==> src/rtl/dmem_arbiter_pkg.sv <==
// Shared types and constants for the data-memory arbiter between the core
// load/store path and the debug/DMA port.
package dmem_arb_pkg;

  localparam int DATA_W = 32;
  localparam int MODE_W = 3;

  // Access Mode encoding, identical to the one MEMControlUnit drives.
  localparam logic [MODE_W-1:0] MODE_BYTE  = 3'b000;
  localparam logic [MODE_W-1:0] MODE_HALF  = 3'b001;
  localparam logic [MODE_W-1:0] MODE_WORD  = 3'b010;
  localparam logic [MODE_W-1:0] MODE_BYTEU = 3'b100;
  localparam logic [MODE_W-1:0] MODE_HALFU = 3'b101;

  typedef enum logic [0:0] {
    ARB   = 1'b0,
    BURST = 1'b1
  } arb_state_t;

  typedef struct packed {
    logic              re;
    logic              we;
    logic [DATA_W-1:0] addr;
    logic [DATA_W-1:0] wdata;
    logic [MODE_W-1:0] mode;
  } mem_req_t;

  function automatic int cnt_width(input int max_val);
    if (max_val < 1) begin
      return 1;
    end else begin
      return $clog2(max_val + 1);
    end
  endfunction

endpackage

==> src/rtl/dmem_arbiter_if.sv <==
// Debug/DMA port bundle: request channel plus registered read-response channel.
interface dmem_arbiter_if;
  import dmem_arb_pkg::*;

  logic              valid;
  logic              ready;
  logic              we;
  logic              lock;
  logic [DATA_W-1:0] addr;
  logic [DATA_W-1:0] wdata;
  logic [MODE_W-1:0] mode;
  logic              rvalid;
  logic [DATA_W-1:0] rdata;

  modport master (
    output valid, we, lock, addr, wdata, mode,
    input  ready, rvalid, rdata
  );

  modport slave (
    input  valid, we, lock, addr, wdata, mode,
    output ready, rvalid, rdata
  );

endinterface

==> src/rtl/dmem_arbiter_sat_counter.sv <==
// Saturating up-counter with synchronous clear; clear wins over increment.
module sat_counter #(
  parameter int MAX = 4,
  parameter int W   = 3
) (
  input  logic         clk,
  input  logic         reset,
  input  logic         inc,
  input  logic         clr,
  output logic [W-1:0] count,
  output logic         sat
);

  localparam logic [W-1:0] MAX_V = W'(MAX);

  logic [W-1:0] count_r;

  // Count register: clears on reset or clr, holds once MAX is reached.
  always_ff @(posedge clk) begin
    if (reset || clr) begin
      count_r <= {W{1'b0}};
    end else if (inc && (count_r != MAX_V)) begin
      count_r <= count_r + {{(W-1){1'b0}}, 1'b1};
    end else begin
      count_r <= count_r;
    end
  end

  assign count = count_r;
  assign sat   = (count_r == MAX_V);

endmodule

==> src/rtl/dmem_arbiter.sv <==
// Shares the data memory between the core load/store path (priority) and a
// debug/DMA port that is guaranteed service after MAX_WAIT cycles and may lock bursts.
module dmem_arbiter
  import dmem_arb_pkg::*;
#(
  parameter int MAX_WAIT  = 4,
  parameter int MAX_BURST = 4
) (
  input  logic              clk,
  input  logic              reset,
  input  logic              core_re,
  input  logic              core_we,
  input  logic [DATA_W-1:0] core_addr,
  input  logic [DATA_W-1:0] core_wdata,
  input  logic [MODE_W-1:0] core_mode,
  output logic [DATA_W-1:0] core_rdata,
  output logic              core_stall,
  dmem_arbiter_if.slave     dbg,
  output logic              mem_re,
  output logic              mem_we,
  output logic [DATA_W-1:0] mem_addr,
  output logic [DATA_W-1:0] mem_wdata,
  output logic [MODE_W-1:0] mem_mode,
  input  logic [DATA_W-1:0] mem_rdata
);

  localparam int WAIT_W = cnt_width(MAX_WAIT);
  localparam int BEAT_W = cnt_width(MAX_BURST);
  localparam logic [WAIT_W-1:0] WAIT_MAX  = WAIT_W'(MAX_WAIT);
  localparam logic [BEAT_W-1:0] BEAT_LAST = BEAT_W'(MAX_BURST - 1);
  localparam logic              LOCK_EN   = (MAX_BURST > 1);

  arb_state_t        st_r;
  logic [WAIT_W-1:0] wait_cnt_s;
  logic              wait_sat_s;
  logic [BEAT_W-1:0] beat_cnt_s;
  logic              beat_sat_s;

  logic core_req_s;
  logic dbg_own_s;
  logic dbg_ready_s;
  logic core_stall_s;
  logic xfer_s;
  logic burst_enter_s;
  logic burst_exit_s;
  logic beat_last_s;
  logic beat_inc_s;
  logic wait_inc_s;
  logic wait_clr_s;

  mem_req_t core_bus_s;
  mem_req_t dbg_bus_s;
  mem_req_t mem_req_s;

  logic              rvalid_r;
  logic [DATA_W-1:0] rdata_r;

  // Ownership: a live burst keeps debug; otherwise the core wins unless debug has waited out MAX_WAIT.
  always_comb begin
    core_req_s = core_re | core_we;
    if (st_r == BURST) begin
      dbg_own_s = 1'b1;
    end else begin
      dbg_own_s = dbg.valid & (~core_req_s | (wait_cnt_s == WAIT_MAX));
    end
    dbg_ready_s  = dbg_own_s & ~reset;
    core_stall_s = core_req_s & dbg_own_s & ~reset;
    xfer_s       = dbg.valid & dbg_ready_s;
  end

  // Memory request mux; a debug-owned cycle without dbg.valid issues no access.
  always_comb begin
    core_bus_s = '{re: core_re, we: core_we, addr: core_addr,
                   wdata: core_wdata, mode: core_mode};
    dbg_bus_s  = '{re: dbg.valid & ~dbg.we, we: dbg.valid & dbg.we,
                   addr: dbg.addr, wdata: dbg.wdata, mode: dbg.mode};
    mem_req_s  = core_bus_s;
    if (reset) begin
      mem_req_s.re = 1'b0;
      mem_req_s.we = 1'b0;
    end else if (dbg_own_s) begin
      mem_req_s = dbg_bus_s;
    end else begin
      mem_req_s = core_bus_s;
    end
  end

  // Burst bookkeeping and wait-counter control.
  always_comb begin
    beat_last_s   = (beat_cnt_s == BEAT_LAST) | beat_sat_s;
    burst_enter_s = 1'b0;
    if (st_r == BURST) begin
      burst_exit_s = ~dbg.valid | ~dbg.lock | beat_last_s;
      beat_inc_s   = xfer_s;
    end else begin
      burst_exit_s  = 1'b0;
      burst_enter_s = xfer_s & dbg.lock & LOCK_EN;
      beat_inc_s    = burst_enter_s;
    end
    wait_inc_s = dbg.valid & ~dbg_ready_s & ~wait_sat_s;
    wait_clr_s = xfer_s | ~dbg.valid | burst_exit_s;
  end

  sat_counter #(
    .MAX (MAX_WAIT),
    .W   (WAIT_W)
  ) u_wait_cnt (
    .clk   (clk),
    .reset (reset),
    .inc   (wait_inc_s),
    .clr   (wait_clr_s),
    .count (wait_cnt_s),
    .sat   (wait_sat_s)
  );

  sat_counter #(
    .MAX (MAX_BURST),
    .W   (BEAT_W)
  ) u_beat_cnt (
    .clk   (clk),
    .reset (reset),
    .inc   (beat_inc_s),
    .clr   (burst_exit_s),
    .count (beat_cnt_s),
    .sat   (beat_sat_s)
  );

  // Arbitration state: enter BURST on a locked transfer, fall back to ARB on any exit condition.
  always_ff @(posedge clk) begin
    if (reset) begin
      st_r <= ARB;
    end else begin
      case (st_r)
        ARB:     st_r <= burst_enter_s ? BURST : ARB;
        BURST:   st_r <= burst_exit_s ? ARB : BURST;
        default: st_r <= ARB;
      endcase
    end
  end

  // Registered read response, one cycle after the read transfer.
  always_ff @(posedge clk) begin
    if (reset) begin
      rvalid_r <= 1'b0;
      rdata_r  <= {DATA_W{1'b0}};
    end else begin
      rvalid_r <= xfer_s & ~dbg.we;
      rdata_r  <= (xfer_s & ~dbg.we) ? mem_rdata : rdata_r;
    end
  end

  assign dbg.ready  = dbg_ready_s;
  assign dbg.rvalid = rvalid_r;
  assign dbg.rdata  = rdata_r;
  assign core_stall = core_stall_s;
  assign core_rdata = mem_rdata;
  assign mem_re     = mem_req_s.re;
  assign mem_we     = mem_req_s.we;
  assign mem_addr   = mem_req_s.addr;
  assign mem_wdata  = mem_req_s.wdata;
  assign mem_mode   = mem_req_s.mode;

endmodule

==> src/flat_wrapper.sv <==
// flat-port wrapper written by rule: the top's interface ports become plain ports
module dmem_arbiter_flat import dmem_arb_pkg::*;
#(
  parameter int MAX_WAIT  = 4,
  parameter int MAX_BURST = 4
)
  (clk, reset, core_re, core_we, core_addr, core_wdata, core_mode, core_rdata, core_stall, mem_re, mem_we, mem_addr, mem_wdata, mem_mode, mem_rdata, dbg_valid, dbg_we, dbg_lock, dbg_addr, dbg_wdata, dbg_mode, dbg_ready, dbg_rvalid, dbg_rdata);
  dmem_arbiter_if dbg_i ();
  input  logic clk;
  input  logic reset;
  input  logic core_re;
  input  logic core_we;
  input  logic [DATA_W-1:0] core_addr;
  input  logic [DATA_W-1:0] core_wdata;
  input  logic [MODE_W-1:0] core_mode;
  output logic [DATA_W-1:0] core_rdata;
  output logic core_stall;
  output logic mem_re;
  output logic mem_we;
  output logic [DATA_W-1:0] mem_addr;
  output logic [DATA_W-1:0] mem_wdata;
  output logic [MODE_W-1:0] mem_mode;
  input  logic [DATA_W-1:0] mem_rdata;
  input wire logic [$bits(dbg_i.valid)-1:0] dbg_valid;
  input wire logic [$bits(dbg_i.we)-1:0] dbg_we;
  input wire logic [$bits(dbg_i.lock)-1:0] dbg_lock;
  input wire logic [$bits(dbg_i.addr)-1:0] dbg_addr;
  input wire logic [$bits(dbg_i.wdata)-1:0] dbg_wdata;
  input wire logic [$bits(dbg_i.mode)-1:0] dbg_mode;
  output wire logic [$bits(dbg_i.ready)-1:0] dbg_ready;
  output wire logic [$bits(dbg_i.rvalid)-1:0] dbg_rvalid;
  output wire logic [$bits(dbg_i.rdata)-1:0] dbg_rdata;
  assign dbg_i.valid = dbg_valid;
  assign dbg_i.we = dbg_we;
  assign dbg_i.lock = dbg_lock;
  assign dbg_i.addr = dbg_addr;
  assign dbg_i.wdata = dbg_wdata;
  assign dbg_i.mode = dbg_mode;
  assign dbg_ready = dbg_i.ready;
  assign dbg_rvalid = dbg_i.rvalid;
  assign dbg_rdata = dbg_i.rdata;
  dmem_arbiter #(.MAX_WAIT(MAX_WAIT), .MAX_BURST(MAX_BURST)) u_core (.clk(clk), .reset(reset), .core_re(core_re), .core_we(core_we), .core_addr(core_addr), .core_wdata(core_wdata), .core_mode(core_mode), .core_rdata(core_rdata), .core_stall(core_stall), .dbg(dbg_i), .mem_re(mem_re), .mem_we(mem_we), .mem_addr(mem_addr), .mem_wdata(mem_wdata), .mem_mode(mem_mode), .mem_rdata(mem_rdata));
endmodule
==> config.mk <==
export PLATFORM = sky130hd
export DESIGN_NAME = dmem_arbiter_flat
export DESIGN_NICKNAME = d
export VERILOG_FILES = /design/src/rtl/dmem_arbiter_pkg.sv /design/src/rtl/dmem_arbiter_if.sv /design/src/rtl/dmem_arbiter_sat_counter.sv /design/src/rtl/dmem_arbiter.sv /design/src/flat_wrapper.sv
export SDC_FILE = /design/constraint.sdc
export NUM_CORES = 1
export LEC_CHECK = 0
export ABC_AREA = 1
export CAP_MARGIN = 20
export CORE_AREA = 5 5 118 120
export CTS_CLUSTER_SIZE = 20
export DETAILED_ROUTE_END_ITERATION = 8
export DIE_AREA = 0 0 123 125
export PLACE_DENSITY = 0.67
export SYNTH_ARGS = -nofsm -noshare
export SYNTH_HDL_FRONTEND = slang
export SYNTH_SLANG_ARGS = --single-unit
==> constraint.sdc <==
create_clock -name clk -period 2.9 [get_ports clk]
set_input_delay 0.725 -clock clk [delete_from_list [all_inputs] [get_ports clk]]
set_output_delay 0.725 -clock clk [all_outputs]
set_load 0.01 [all_outputs]
**After elaboration in Yosys (flattened, before gate mapping)**

Cells that the tools add are included.

- Logic and storage cells: 52
- Bits of input ports: 173
- Register bits: 40
- Output and inout port bits: 136

- Add/sub/neg operators: 2
- Eq/ne operators: 5
- Bitwise gates (word level): 26
- Multiplexer cells: 10
- Reduce and logical (&&, ||, !) cells: 4

Operator list:

| kind | count |
|---|---|
| $mux W69 | 1 |
| $mux W67 | 1 |
| $and A1 B1 Y1 | 11 |
| $not A1 Y1 | 8 |
| $or A1 B1 Y1 | 7 |
| $add A3 B1 Y3 const B | 2 |
| $eq A3 B3 Y1 const B | 2 |
| $mux W1 | 6 |
| $ne A3 B3 Y1 const B | 2 |
| $eq A3 B2 Y1 const B | 1 |
| $logic_and A1 B1 Y1 | 2 |
| $logic_or A1 B1 Y1 | 2 |
| $mux W2 | 1 |
| $pmux W1 S2 | 1 |

**Longest topological paths before layout**

- Word-level depth: 11
- Mapped depth: 12
- Gate-level depth less buffers: 11

**Modules after synthesis**

A second synthesis with hierarchy kept.

- Cell total of the unflattened synthesis: 548
- Area total of the unflattened synthesis: 3,040.4 sq um

By module, submodules not included:

| module | cells each | seq. area each (sq um) | times used | area each (sq um) |
|---|---|---|---|---|
| dmem_arbiter | 494 | 680.7 | 1 | 2,690.1 |
| sat_counter | 27 | 60.1 | 2 | 175.2 |

**Worst setup path before layout**

Ideal clock, no wire load.

- Path type: input port to output port
- From: in dbg_valid
- To: out mem_addr[12]
- Slack: 0.411 ns
- Arrival time: 1.764 ns
- Data required time: 2.175 ns
- Buffers on the path: 3
- Stages on the path: 8
- Cells stage by stage: buf_2 > nand2_1 > nand2_1 > nand2_1 > buf_2 > buf_2 > nand2_1 > nand2_1

- Word-level cells in the longest chain between the ends: 4

Ends and longest elaborated chain:

| item | line | text |
|---|---|---|
| from (decl) | flat_wrapper.sv:24 | `input wire logic [$bits(dbg_i.valid)-1:0] dbg_valid;` |
| $and A1 B1 Y1 | dmem_arbiter.sv:64 | `dbg_own_s = dbg.valid & (~core_req_s \| (wait_cnt_s == WAIT_MAX));` |
| $mux W1 | dmem_arbiter.sv:61 | `if (st_r == BURST) begin` |
| $mux W69 | dmem_arbiter.sv:81 | `end else if (dbg_own_s) begin` |
| $mux W67 | dmem_arbiter.sv:78 | `if (reset) begin` |
| to (decl) | flat_wrapper.sv:20 | `output logic [DATA_W-1:0] mem_addr;` |

Every way passes these cells.

**Worst setup path in the final report**

- From: in core_we
- To: out mem_wdata[21]

- Word-level cells in the longest chain between the ends: 7

Ends and longest elaborated chain:

| item | line | text |
|---|---|---|
| from (decl) | flat_wrapper.sv:12 | `input logic core_we;` |
| $or A1 B1 Y1 | dmem_arbiter.sv:60 | `core_req_s = core_re \| core_we;` |
| $not A1 Y1 | dmem_arbiter.sv:64 |  |
| $or A1 B1 Y1 | dmem_arbiter.sv:64 |  |
| $and A1 B1 Y1 | dmem_arbiter.sv:64 |  |
| $mux W1 | dmem_arbiter.sv:61 |  |
| $mux W69 | dmem_arbiter.sv:81 |  |
| $mux W67 | dmem_arbiter.sv:78 |  |
| to (decl) | flat_wrapper.sv:21 | `output logic [DATA_W-1:0] mem_wdata;` |

Every way passes these cells.

==> flow_summary.json <==
{
  "outcome": "finished clean",
  "synth_top_cell_by_area": "nand2_1",
  "rr_endpoint": "u_core.dbg.rdata[10]$_SDFFE_PP0P_",
  "hold_slack_ns": 0.490,
  "synth-seq-area-share": 0.282,
  "fill_cells": 1321,
  "synth_area_per_cell_um2": 5.43,
  "path_class": "in -> out",
  "synth_area_um2": 2840,
  "report.final.slew_viol_count": 0,
  "tightest_slew_ns": 0.612,
  "hold_buffers": 0,
  "synth_ff_type": "dfxtp_1",
  "gr-usage-all-layers": 0.166,
  "maxSlewHeadroom": 0.592,
  "critPathSlowestCell": "dlygate4sd2_1",
  "grt_remaining_overflow": 0,
  "cts_buffer_depth": 2,
  "place.gp.congestion": 0.904,
  "seq_area_um2": 801,
  "final_design_area_no_fill_um2": 6090,
  "diodes": 0,
  "clkLatencyLatePin_ns": 0.28,
  "clock_sinks": 40,
  "worstPathArrival_ns": 2.09,
  "hold_depth": 2,
  "die_y_um": 125,
  "yosys_warnings": 0,
  "grt_pass1_vias": 3593,
  "cp_common_cell": "nand2_1",
  "ant_nets": 0,
  "vias": 3800,
  "post-route-period-util": 0.972,
  "cts_buffers": 5,
  "ioPinCount": 309,
  "async_flop_share": 0,
  "ys_types": 17,
  "critPathMaxStageDelay_ns": 0.26,
  "htreeDepth": 2,
  "drt_pre_antenna_iters": 4,
  "drc": 0,
  "crit_start": "core_we",
  "coreArea_um2": 12900,
  "synth.top_cells.by_count": "nand2_1 (283), nor2_1 (74), inv_1 (46), dfxtp_1 (40), buf_4 (32)",
  "reg2reg_slack_ns": 0.77,
  "syn_nets": 700,
  "avgViaCountPerCell": 3.89,
  "post_dp_cell_area_um2": 5940,
  "holdPathEnd": "u_core.u_beat_cnt.count[0]$_SDFFE_PP0P_",
  "maxCapViolCount": 0,
  "wl_mm": 13.6,
  "layout_min_cycle_time_ns": 2.82,
  "leakage_uw": 0.00308,
  "antenna_found_initial": 0,
  "crit_path_cell_trace": "dlygate4sd2_1 > o21ai_2 > nand2_2 > a21oi_4 > buf_4 > buf_12 > nand2_1 > nand2_1 > clkdlybuf4s15_1",
  "avgRoutedWirePerCell_um": 13.9,
  "hp-class": "reg -> reg",
  "port_buffers": 308,
  "start_util": 0.220,
  "cts_tree": "yes",
  "hpwl_mm": 11.1,
  "rsz0062_at_grt": "false",
  "multi_input_area_um2": 1520,
  "grt_max_degree": 66,
  "hold_viol_final": 0,
  "synth.top_cell.area_share": 0.374,
  "synthTopCellsByArea": "nand2_1 (37%), dfxtp_1 (28%), nor2_1 (9.8%)",
  "critical_path.max_fanout": 18,
  "powerDensity_nw_per_um2": 284,
  "startpoint_type": "input pin",
  "drtIter0Drc": 112,
  "dieArea_um2": 15400,
  "fin_nets": 978,
  "setup_viol_count_final": 0,
  "grt_pass1_wl_mm": 19.9,
  "worstPathRequired_ns": 2.17,
  "ys_seq_elements": 40,
  "fmax_ghz": 0.355,
  "min-delay-start": "u_core.u_beat_cnt.count[0]$_SDFFE_PP0P_",
  "reg2reg_depth": 13,
  "p_total_uw": 1730,
  "path_clk_slew_ns": 0.06,
  "synth_edf_count": 0,
  "fin_skew_ns": 0.00813,
  "syn_inst": 523,
  "cts_root_buffer": "clkbuf_16",
  "r2r-start": "u_core.u_wait_cnt.count[0]$_SDFFE_PP0P_",
  "irDropWorstVdd_uv": 198,
  "fp-row-count": 42,
  "dieWidth_um": 123,
  "synth_most_common_cell": "nand2_1",
  "crit_path_end_kind": "primary output",
  "area_delta_synth_final_pct": 115,
  "drive_above_1_share": 0.0648
}
per-layer routing:
layer | share of wire | wire length [um] | vias to the layer above | global-route usage
met5 | 0 | 0 | - | 0
met4 | 0.018 | 245 | 0 | 0.0430
met3 | 0.13 | 1770 | 12 | 0.0727
met2 | 0.48 | 6500 | 188 | 0.291
met1 | 0.37 | 5080 | 1539 | 0.182
li1 | - | - | 2061 | -
timing repair:
| action | 4_1_cts | 5_1_grt |
|---|---|---|
| pin swaps | 3 | 4 |
| resized for setup | 124 | 10 |
| buffers inserted | 3 | 0 |
| endpoints found under the setup margin | 71 | 31 |
| cloned | 3 | 1 |
stage by stage:
step,setup TNS (ns),setup WS (ns),cells,util
floorplan,0,0.411,523,-
global placement,-26.76,-0.443,963,0.462
detailed placement,-28.39,-0.477,963,0.462
CTS,0,0.00726,977,0.474
global route,0,0.00129,978,0.473
finish,0,0.0805,978,0.473
worst max path at each step:
stage / to / slack [ns] / cells past startpoint
CTS: mem_addr[13] / 0.007 / 9
global route: mem_wdata[18] / 0.001 / 9
detailed placement: mem_wdata[16] / -0.48 / 8
floorplan: mem_addr[12] / 0.41 / 8
global placement: mem_wdata[2] / -0.44 / 9
finish: mem_wdata[21] / 0.08 / 9
cell usage in the layout, fill, tap and decap left out, types with 3 or more instances in the layout:
master and count:
nand2_1 279, clkdlybuf4s50_1 233, nor2_1 74, dlygate4sd2_1 55, inv_1 46, dfxtp_1 40, buf_2 16, buf_4 12
nand4_1 6, clkbuf_16 6, a21oi_1 5, ha_1 4, buf_12 4, nand2_2 3
kinds of logic (layout without fill, tap and decap cells):
logic type | after synthesis | after routing | synth area share
xor+xnor | 1 | 1 | 0.00309
simple gates | 365 | 365 | 0.489
fa+ha+maj | 4 | 4 | 0.0176
compound gates | 9 | 9 | 0.0207
flops | 40 | 40 | 0.282
buf+inv | 104 | 383 | 0.187
final cells by class:
cell class	instances	area share
inverter	46	0.0284
clock buffer	5	0.0206
multi-input combinational	379	0.250
sequential	40	0.132
timing repair buffer	329	0.530
clock inverter	3	0.00308
tap	176	0.0362
flip-flops by register name (all words and copies together), names as in the netlist:
register	cells
u_core.dbg.rvalid	1
u_core.dbg.rdata	32
u_core.u_beat_cnt.count	3
u_core.st_r	1
u_core.u_wait_cnt.count	3
critical path, delay by kind of cell:
family	cells	cell delay, ns
buffers and inverters	4	0.81
AOI/OAI and AO/OA	2	0.31
and+or+nand+nor	3	0.25
where the power goes:
part / internal, uW / switching (uW) / leakage (uW) / total (uW)
combinational: 383 / 244 / 0.00268 / 628
sequential: 559 / 4.38 / 0.000323 / 563
clock: 317 / 220 / 0.0000736 / 537
No activity file was read; power rests on OpenSTA's default activity.
